`src/rtl/retire_trace_collector_pkg.sv`:
```
// trace_pkg: retire record layout and write-back normalisation shared by the collector.
package trace_pkg;
    localparam int XLEN = 32;
    localparam int REG_ADDR_W = 5;

    typedef struct packed {
        logic [XLEN-1:0]       pc;
        logic [XLEN-1:0]       instruction;
        logic [XLEN-1:0]       write_data;
        logic [REG_ADDR_W-1:0] rd;
        logic                  regwrite;
    } trace_rec_t;

    localparam int REC_W = $bits(trace_rec_t);

    // Writes to x0 are not architectural, so they are recorded as no-write with zero data.
    function automatic trace_rec_t normalise(
        input logic [XLEN-1:0]       pc,
        input logic [XLEN-1:0]       instruction,
        input logic [XLEN-1:0]       write_data,
        input logic [REG_ADDR_W-1:0] rd,
        input logic                  regwrite
    );
        trace_rec_t r;
        r.pc          = pc;
        r.instruction = instruction;
        r.regwrite    = regwrite && (rd != '0);
        r.write_data  = r.regwrite ? write_data : '0;
        r.rd          = rd;
        return r;
    endfunction
endpackage

```
`src/rtl/retire_trace_collector_fifo.sv`:
```
// sync_fifo: first-word-fall-through FIFO with wrap-bit pointers and cleared storage on reset.
module sync_fifo #(
    parameter int WIDTH = 8,
    parameter int DEPTH = 8
) (
    input  logic             clk,
    input  logic             reset,
    input  logic             push,
    input  logic             pop,
    input  logic [WIDTH-1:0] wdata,
    output logic [WIDTH-1:0] rdata,
    output logic             full,
    output logic             empty
);
    localparam int AW = $clog2(DEPTH);

    logic [AW:0]      wr, rd;
    logic [WIDTH-1:0] mem [DEPTH];
    logic             do_push, do_pop;

    assign empty   = wr == rd;
    assign full    = (wr[AW] != rd[AW]) && (wr[AW-1:0] == rd[AW-1:0]);
    assign do_pop  = pop && !empty;
    assign do_push = push && (!full || do_pop);
    assign rdata   = mem[rd[AW-1:0]];

    // Storage is cleared so the head reads as zero straight after reset.
    always_ff @(posedge clk) begin
        if (!reset) begin
            wr <= '0;
            rd <= '0;
            for (int i = 0; i < DEPTH; i++) mem[i] <= '0;
        end else begin
            if (do_push) begin
                mem[wr[AW-1:0]] <= wdata;
                wr <= wr + 1'b1;
            end
            if (do_pop) rd <= rd + 1'b1;
        end
    end
endmodule

```
`src/rtl/retire_trace_collector.sv`:
```
// retire_trace_collector: captures retiring write-back records into a FIFO streamed out over valid/ready,
// with retire/drop counters and a sticky overflow flag.
module retire_trace_collector
    import trace_pkg::*;
#(
    parameter int DEPTH  = 8,
    parameter int CNT_W  = 32,
    parameter int DROP_W = 16
) (
    input  logic              clk,
    input  logic              reset,
    input  logic              enable,
    input  logic              wb_valid,
    input  logic [31:0]       wb_pc,
    input  logic [31:0]       wb_instruction,
    input  logic [31:0]       wb_write_data,
    input  logic [4:0]        wb_rd_addr,
    input  logic              wb_RegWrite,
    output logic              tr_valid,
    input  logic              tr_ready,
    output logic [31:0]       tr_pc,
    output logic [31:0]       tr_instruction,
    output logic [31:0]       tr_write_data,
    output logic [4:0]        tr_rd_addr,
    output logic              tr_regwrite,
    output logic [CNT_W-1:0]  retire_count,
    output logic [DROP_W-1:0] drop_count,
    output logic              overflow
);
    trace_rec_t rec, head;
    logic       cap, pop, full, empty;

    assign cap = enable && wb_valid;
    assign pop = !empty && tr_ready;
    assign rec = normalise(wb_pc, wb_instruction, wb_write_data, wb_rd_addr, wb_RegWrite);

    sync_fifo #(.WIDTH(REC_W), .DEPTH(DEPTH)) u_fifo (
        .clk   (clk),
        .reset (reset),
        .push  (cap),
        .pop   (pop),
        .wdata (rec),
        .rdata (head),
        .full  (full),
        .empty (empty)
    );

    assign tr_valid       = !empty;
    assign tr_pc          = head.pc;
    assign tr_instruction = head.instruction;
    assign tr_write_data  = head.write_data;
    assign tr_rd_addr     = head.rd;
    assign tr_regwrite    = head.regwrite;

    always_ff @(posedge clk) begin
        if (!reset) begin
            retire_count <= '0;
            drop_count   <= '0;
            overflow     <= 1'b0;
        end else begin
            if (cap) retire_count <= retire_count + 1'b1;
            // A same-cycle pop frees the slot, so only full-without-pop loses the record.
            if (cap && full && !pop) begin
                if (drop_count != '1) drop_count <= drop_count + 1'b1;
                overflow <= 1'b1;
            end
        end
    end
endmodule
```
`config.mk`:
```
export PLATFORM = sky130hd
export DESIGN_NAME = retire_trace_collector
export DESIGN_NICKNAME = d
export VERILOG_FILES = /design/src/rtl/retire_trace_collector_pkg.sv /design/src/rtl/retire_trace_collector_fifo.sv /design/src/rtl/retire_trace_collector.sv
export SDC_FILE = /design/constraint.sdc
export NUM_CORES = 1
export LEC_CHECK = 0
export BUFFER_PORTS_ARGS = -buffer_cell sky130_fd_sc_hd__buf_4
export CAP_MARGIN = 20
export CORE_UTILIZATION = 30
export DETAILED_ROUTE_END_ITERATION = 6
export PLACE_DENSITY_LB_ADDON = 0.12
export SLEW_MARGIN = 20
export SYNTH_ARGS = -nofsm -noshare
export SYNTH_HDL_FRONTEND = slang
export SYNTH_SLANG_ARGS = --single-unit
```
`constraint.sdc`:
```
create_clock -name clk -period 7.1 [get_ports clk]
set_input_delay 0.355 -clock clk [delete_from_list [all_inputs] [get_ports clk]]
set_output_delay 0.355 -clock clk [all_outputs]
set_load 0.02 [all_outputs]
```
# Word level (Yosys, flattened, before mapping)
# Memory sizes are Yosys's and may differ from the RTL's. A register that Yosys moved wholly into a read port is not among the register bits.
# Cells that the tools add are included.
dict set report op_classes {
  add_sub_neg 4
  eq_ne 4
  n_mux 10
  n_reduce_logical 15
}
# op count
set op_table {}
lappend op_table {{2-to-1 mux 102 bit} 1}
lappend op_table {{OR reduction 102 bit} 1}
lappend op_table {{adder 32 x 1 -> 32 bit, second input constant} 1}
lappend op_table {{2-to-1 mux 32 bit} 1}
lappend op_table {{adder 16 x 1 -> 16 bit, second input constant} 1}
lappend op_table {{inequality test 16 bit, second input constant} 1}
lappend op_table {{2-to-1 mux 3 bit} 3}
lappend op_table {{adder 4 x 1 -> 4 bit, second input constant} 2}
lappend op_table {{logical AND 1 bit} 8}
lappend op_table {{2-to-1 mux 1 bit} 5}
lappend op_table {{nonzero test 5 bit} 1}
lappend op_table {{== test 4 bit} 1}
lappend op_table {{== test 3 bit} 1}
lappend op_table {{logical NOT 1 bit} 3}
lappend op_table {{AND reduction 2 bit} 1}
lappend op_table {{logical OR 1 bit} 1}
lappend op_table {{inequality test 1 bit} 1}
dict set report totals {
  ff_bits 57
  ramBits 816
  word_cells 39
  n_memories 1
}
# name depth width read_ports rd_ports_with_merged_regs wr line_no
set mem_list {}
lappend mem_list {u_fifo.mem 8 102 1 1 8 retire_trace_collector_fifo.sv:18} ;# logic [WIDTH-1:0] mem [DEPTH];

# Logic depth before layout (Yosys ltp)
dict set report depth {
  word_depth 11
  mapped_depth 10
  mapped_depth_nobuf 6
}

# Hierarchy
# Synthesis repeated with hierarchy kept, for this count alone.
dict set report unflattened {
  hier_cells 2725
  hier_area_um2 38299.2
}
# mod n_inst cells_each area_per_inst_um2 seq_area_each_um2
set modules_own_cells {}
lappend modules_own_cells {sync_fifo 1 2404 35665.5 24723.7}
lappend modules_own_cells {retire_trace_collector 1 321 2633.8 980.9}

# Least setup slack after synthesis
# Ideal clock, no wire load.
dict set report synth_timing {
  kind {reg-to-reg}
  startpoint {register u_fifo.wr[2]}
  endpoint {memory u_fifo.mem[4][0] (netlist name), enable pin}
  setup_time_ns 0.464
  arrival_time_ns 3.997
  t_required_ns 6.636
  slack_ns 2.639
  stages_incl_launch_ff 11
  path_buffers 5
  synth_period_minus_slack_ns 4.461
  cell_sequence {dfxtp_1 > buf_4 > xor2_1 > nor3_2 > buf_6 > and2_4 > buf_6 > or4_1 > buf_2 > buf_6 > nand2_1}
}
# element line_no
set synth_lines {}
lappend synth_lines {{start: declaration} retire_trace_collector_fifo.sv:17} ;# logic [AW:0] wr, rd;
lappend synth_lines {{start signal: assignment} retire_trace_collector_fifo.sv:36} ;# wr <= wr + 1'b1;
lappend synth_lines {{end: declaration} retire_trace_collector_fifo.sv:18}

==> impl_metrics.json <==
{
  "async_reset_ff_share_pct": 0,
  "worstMarginPinSlew_ns": 1.14,
  "cts_hold_buf": 47,
  "rows": 130,
  "portBuffers": 258,
  "hold_start": "wb_pc[6]",
  "sw_frac_of_total_pct": 24.4,
  "syn-num-nets": 2581,
  "wl_met2_um": 54400,
  "globalplace.congestion": 0.741,
  "synth-seq-cells": 876,
  "cts_buffers": 102,
  "grt_pass1_wl_um": 161000,
  "startpoint_type": "flip-flop",
  "tritoncts": "yes",
  "power.switching_w": 0.00301,
  "clk_path_buf_depth": 3,
  "root_buffer": "clkbuf_16",
  "dr.pass1.iters": 5,
  "max_clock_freq_ghz": 0.213,
  "crit_type": "reg -> reg",
  "yosysSeqAreaShare_pct": 66.9,
  "synth_cells": 2470,
  "cp.arrival_ns": 4.98,
  "synth_cell_types": 45,
  "min_period_over_period_pct": 66.2,
  "crit_fanout": 55,
  "cts_setup_buffers": 0,
  "maxCapViolCount": 0,
  "p_comb_share_pct": 12.2,
  "wl_per_cell_um": 24.4,
  "drt_iter0_drc": 1472,
  "ys.warnings.count": 0,
  "final.setup.tns_ns": 0,
  "intPower_w": 0.00935,
  "p_leak_nw": 16.3,
  "wl_met1_um": 47500,
  "synthesis.area_um2": 38400,
  "h-tree-depth": 3,
  "p_seq_share_pct": 47.7,
  "dieWidth_um": 360,
  "initial_core_util_pct": 30.4,
  "syn_avg_cell_area_um2": 15.6,
  "grt_antenna_before_repair": 15,
  "relSlewSlack_pct": 24.2,
  "rr_startpoint": "u_fifo.wr[1]$_SDFFE_PN0P_",
  "setup_viol": 0,
  "dieArea_um2": 130000,
  "ant_nets": 0,
  "drt-total-wl_um": 110000,
  "max-vdd-ir-drop_uv": 177,
  "ys.flop_type": "edfxtp_1",
  "critPathCaptureType": "flip-flop",
  "final_nets": 2861,
  "grt_start_max_net_pins": 101,
  "cts.sinks": 876,
  "rsz0062_at_grt": "false",
  "hp-class": "in -> reg",
  "core-area_um2": 126000,
  "clkPwrFrac_pct": 40.1,
  "startpoint": "u_fifo.wr[1]$_SDFFE_PN0P_",
  "synth_edf_count": 816,
  "grt-ovfl-total": 0,
  "wl_met3_um": 5740,
  "insertion_delay_ns": 0.67,
  "dr.max_layer_used": "met5",
  "status": "complete, no violations",
  "vias_per_cell": 4.84,
  "min_period_ns": 4.70,
  "hpwl_um": 62200,
  "power_density_nw_per_um2": 270,
  "finalMaxSlewViolations": 0,
  "via_count": 21700,
  "worstPathRequired_ns": 7.38,
  "path_clk_slew_ns": 0.06,
  "grt_util_all_layers_pct": 16.8,
  "io_pins": 259,
  "grt_pass1_vias": 23500,
  "worst_slack_ns": 2.40,
  "pre_cts_slack_ns": 2.31,
  "drive_gt1_share_pct": 28.1,
  "fp.dieH_um": 360,
  "area_delta_synth_final_pct": 19.3,
  "drc_errors": 0,
  "hold_viol_final": 0,
  "skew_ns": 0.0241,
  "cts_resized": 0
}
## cells in the final DEF, fill, tap and decap left out, drive strengths merged, types with 9 or more instances in the layout
cell,n
or3,19
nor2,305
clkinv,42
dlygate4sd3,47
clkbuf,136
o21ai,21
and2,485
mux4,204
xnor2,9
a21oi,27
nand4,19
nand2,67
xor2,24
mux2,102
buf,295
edfxtp,816
inv,10
nand3,24
dfxtp,60
and3,77
## critical path: stages (launching register included)
cell	delay [ns]
dfxtp_1	0.79
xor2_1	0.23
nor3_2	0.07
buf_4	0.20
a21oi_4	0.13
buf_4	0.42
nand2_2	0.64
nand2_4	0.89
buf_4	0.77
## power groups by stage
stage | clock (W) | sequential (W) | combinational, W
final | 0.00496 | 0.00590 | 0.00151
after global routing | 0.00526 | 0.00592 | 0.00162
after CTS | 0.00509 | 0.00590 | 0.00157
after detailed placement | 0 | 0.00601 | 0.00154
after global placement | 0 | 0.00600 | 0.00154
after floorplan | 0 | 0.00598 | 0.000934
## path summary, 6_finish.rpt
path                            slack (ns)  cells after the start                         endpoint
worst max-delay path                  2.40                      8  u_fifo.mem[0][18]$_SDFFCE_PN0P_
worst min-delay path                  0.04                      2  u_fifo.mem[3][76]$_SDFFCE_PN0P_
worst max register to register        2.40                      8  u_fifo.mem[0][18]$_SDFFCE_PN0P_
worst min register to register        0.48                      2            overflow$_SDFFE_PN0P_
## cell type report
class                           count  area (um^2)
Fill cell                       12000        80500
Tap cell                         1650         2060
Antenna cell                        2         5.00
Sequential cell                   876        25700
Multi-Input combinational cell   1422        12100
Inverter                            6         22.5
Timing Repair Buffer              342         2760
Clock inverter                     53          364
Clock buffer                      136         2760
## cells in the mapped netlist (2+ instances only)
master | number | area (um^2)
buf_6 | 5 | 56.3
buf_2 | 20 | 100
nor4_1 | 4 | 25.0
o21ai_0 | 20 | 100
clkbuf_1 | 124 | 465
dfxtp_1 | 60 | 1200
and2_1 | 484 | 3030
and3_1 | 77 | 482
nand2_1 | 67 | 251
o31ai_1 | 2 | 15.0
nand3_1 | 23 | 115
inv_1 | 6 | 22.5
nor3_1 | 2 | 10.0
nor4_4 | 2 | 42.5
a21oi_1 | 27 | 135
and4_1 | 5 | 43.8
mux2_2 | 102 | 1150
buf_1 | 10 | 37.5
clkbuf_2 | 6 | 30.0
mux4_2 | 204 | 4590
nand4_1 | 19 | 119
o21bai_1 | 2 | 15.0
nor2_1 | 276 | 1040
ha_1 | 4 | 50.1
nor2_2 | 29 | 181
xnor2_1 | 8 | 70.1
nor3_2 | 3 | 30.0
or4_1 | 5 | 37.5
a21bo_2 | 2 | 20.0
xor2_1 | 24 | 210
or3_1 | 19 | 119
edfxtp_1 | 816 | 24500
## state kept, by name, indices dropped and copies added, names as in the netlist, named ones only
name,flops
u_fifo.mem,816
retire_count,32
drop_count,16
u_fifo.rd,4
u_fifo.wr,4
overflow,1
## through the flow
stage          total power, W  hold slack [ns]  instances  instance area (um^2)  util [%]
3_5_place_dp          0.00755            0.469       4248                 42200      33.4
3_3_place_gp          0.00754            0.462       4247                 42200      33.4
4_1_cts                0.0126          0.00185       4484                 45800      36.2
6_report               0.0124           0.0382       4487                 45800      36.3
5_1_grt                0.0128          0.00610       4486                 45800      36.3
2_1_floorplan         0.00691            0.491       2470                 38400         -
## routing by layer
layer  GRT usage, %  up-vias
li1               -     9758
met1           21.6    11300
met2           28.9      505
met3           3.55      132
met4           3.59       14
met5              0        -
## logic make-up (layout without fill, tap and decap cells)
group           count (synthesis)  in the layout  share of synthesized area [%]
simple gates                 1021           1021                           14.6
flops                         876            876                           66.9
mux                           307            307                           15.0
buf+inv                       172            537                           1.87
compound gates                 57             57                          0.824
xor+xnor                       33             33                          0.772
fa+ha+maj                       4              4                          0.130
other cells                     0              2                              0
Power figures use the tool's default switching activity.
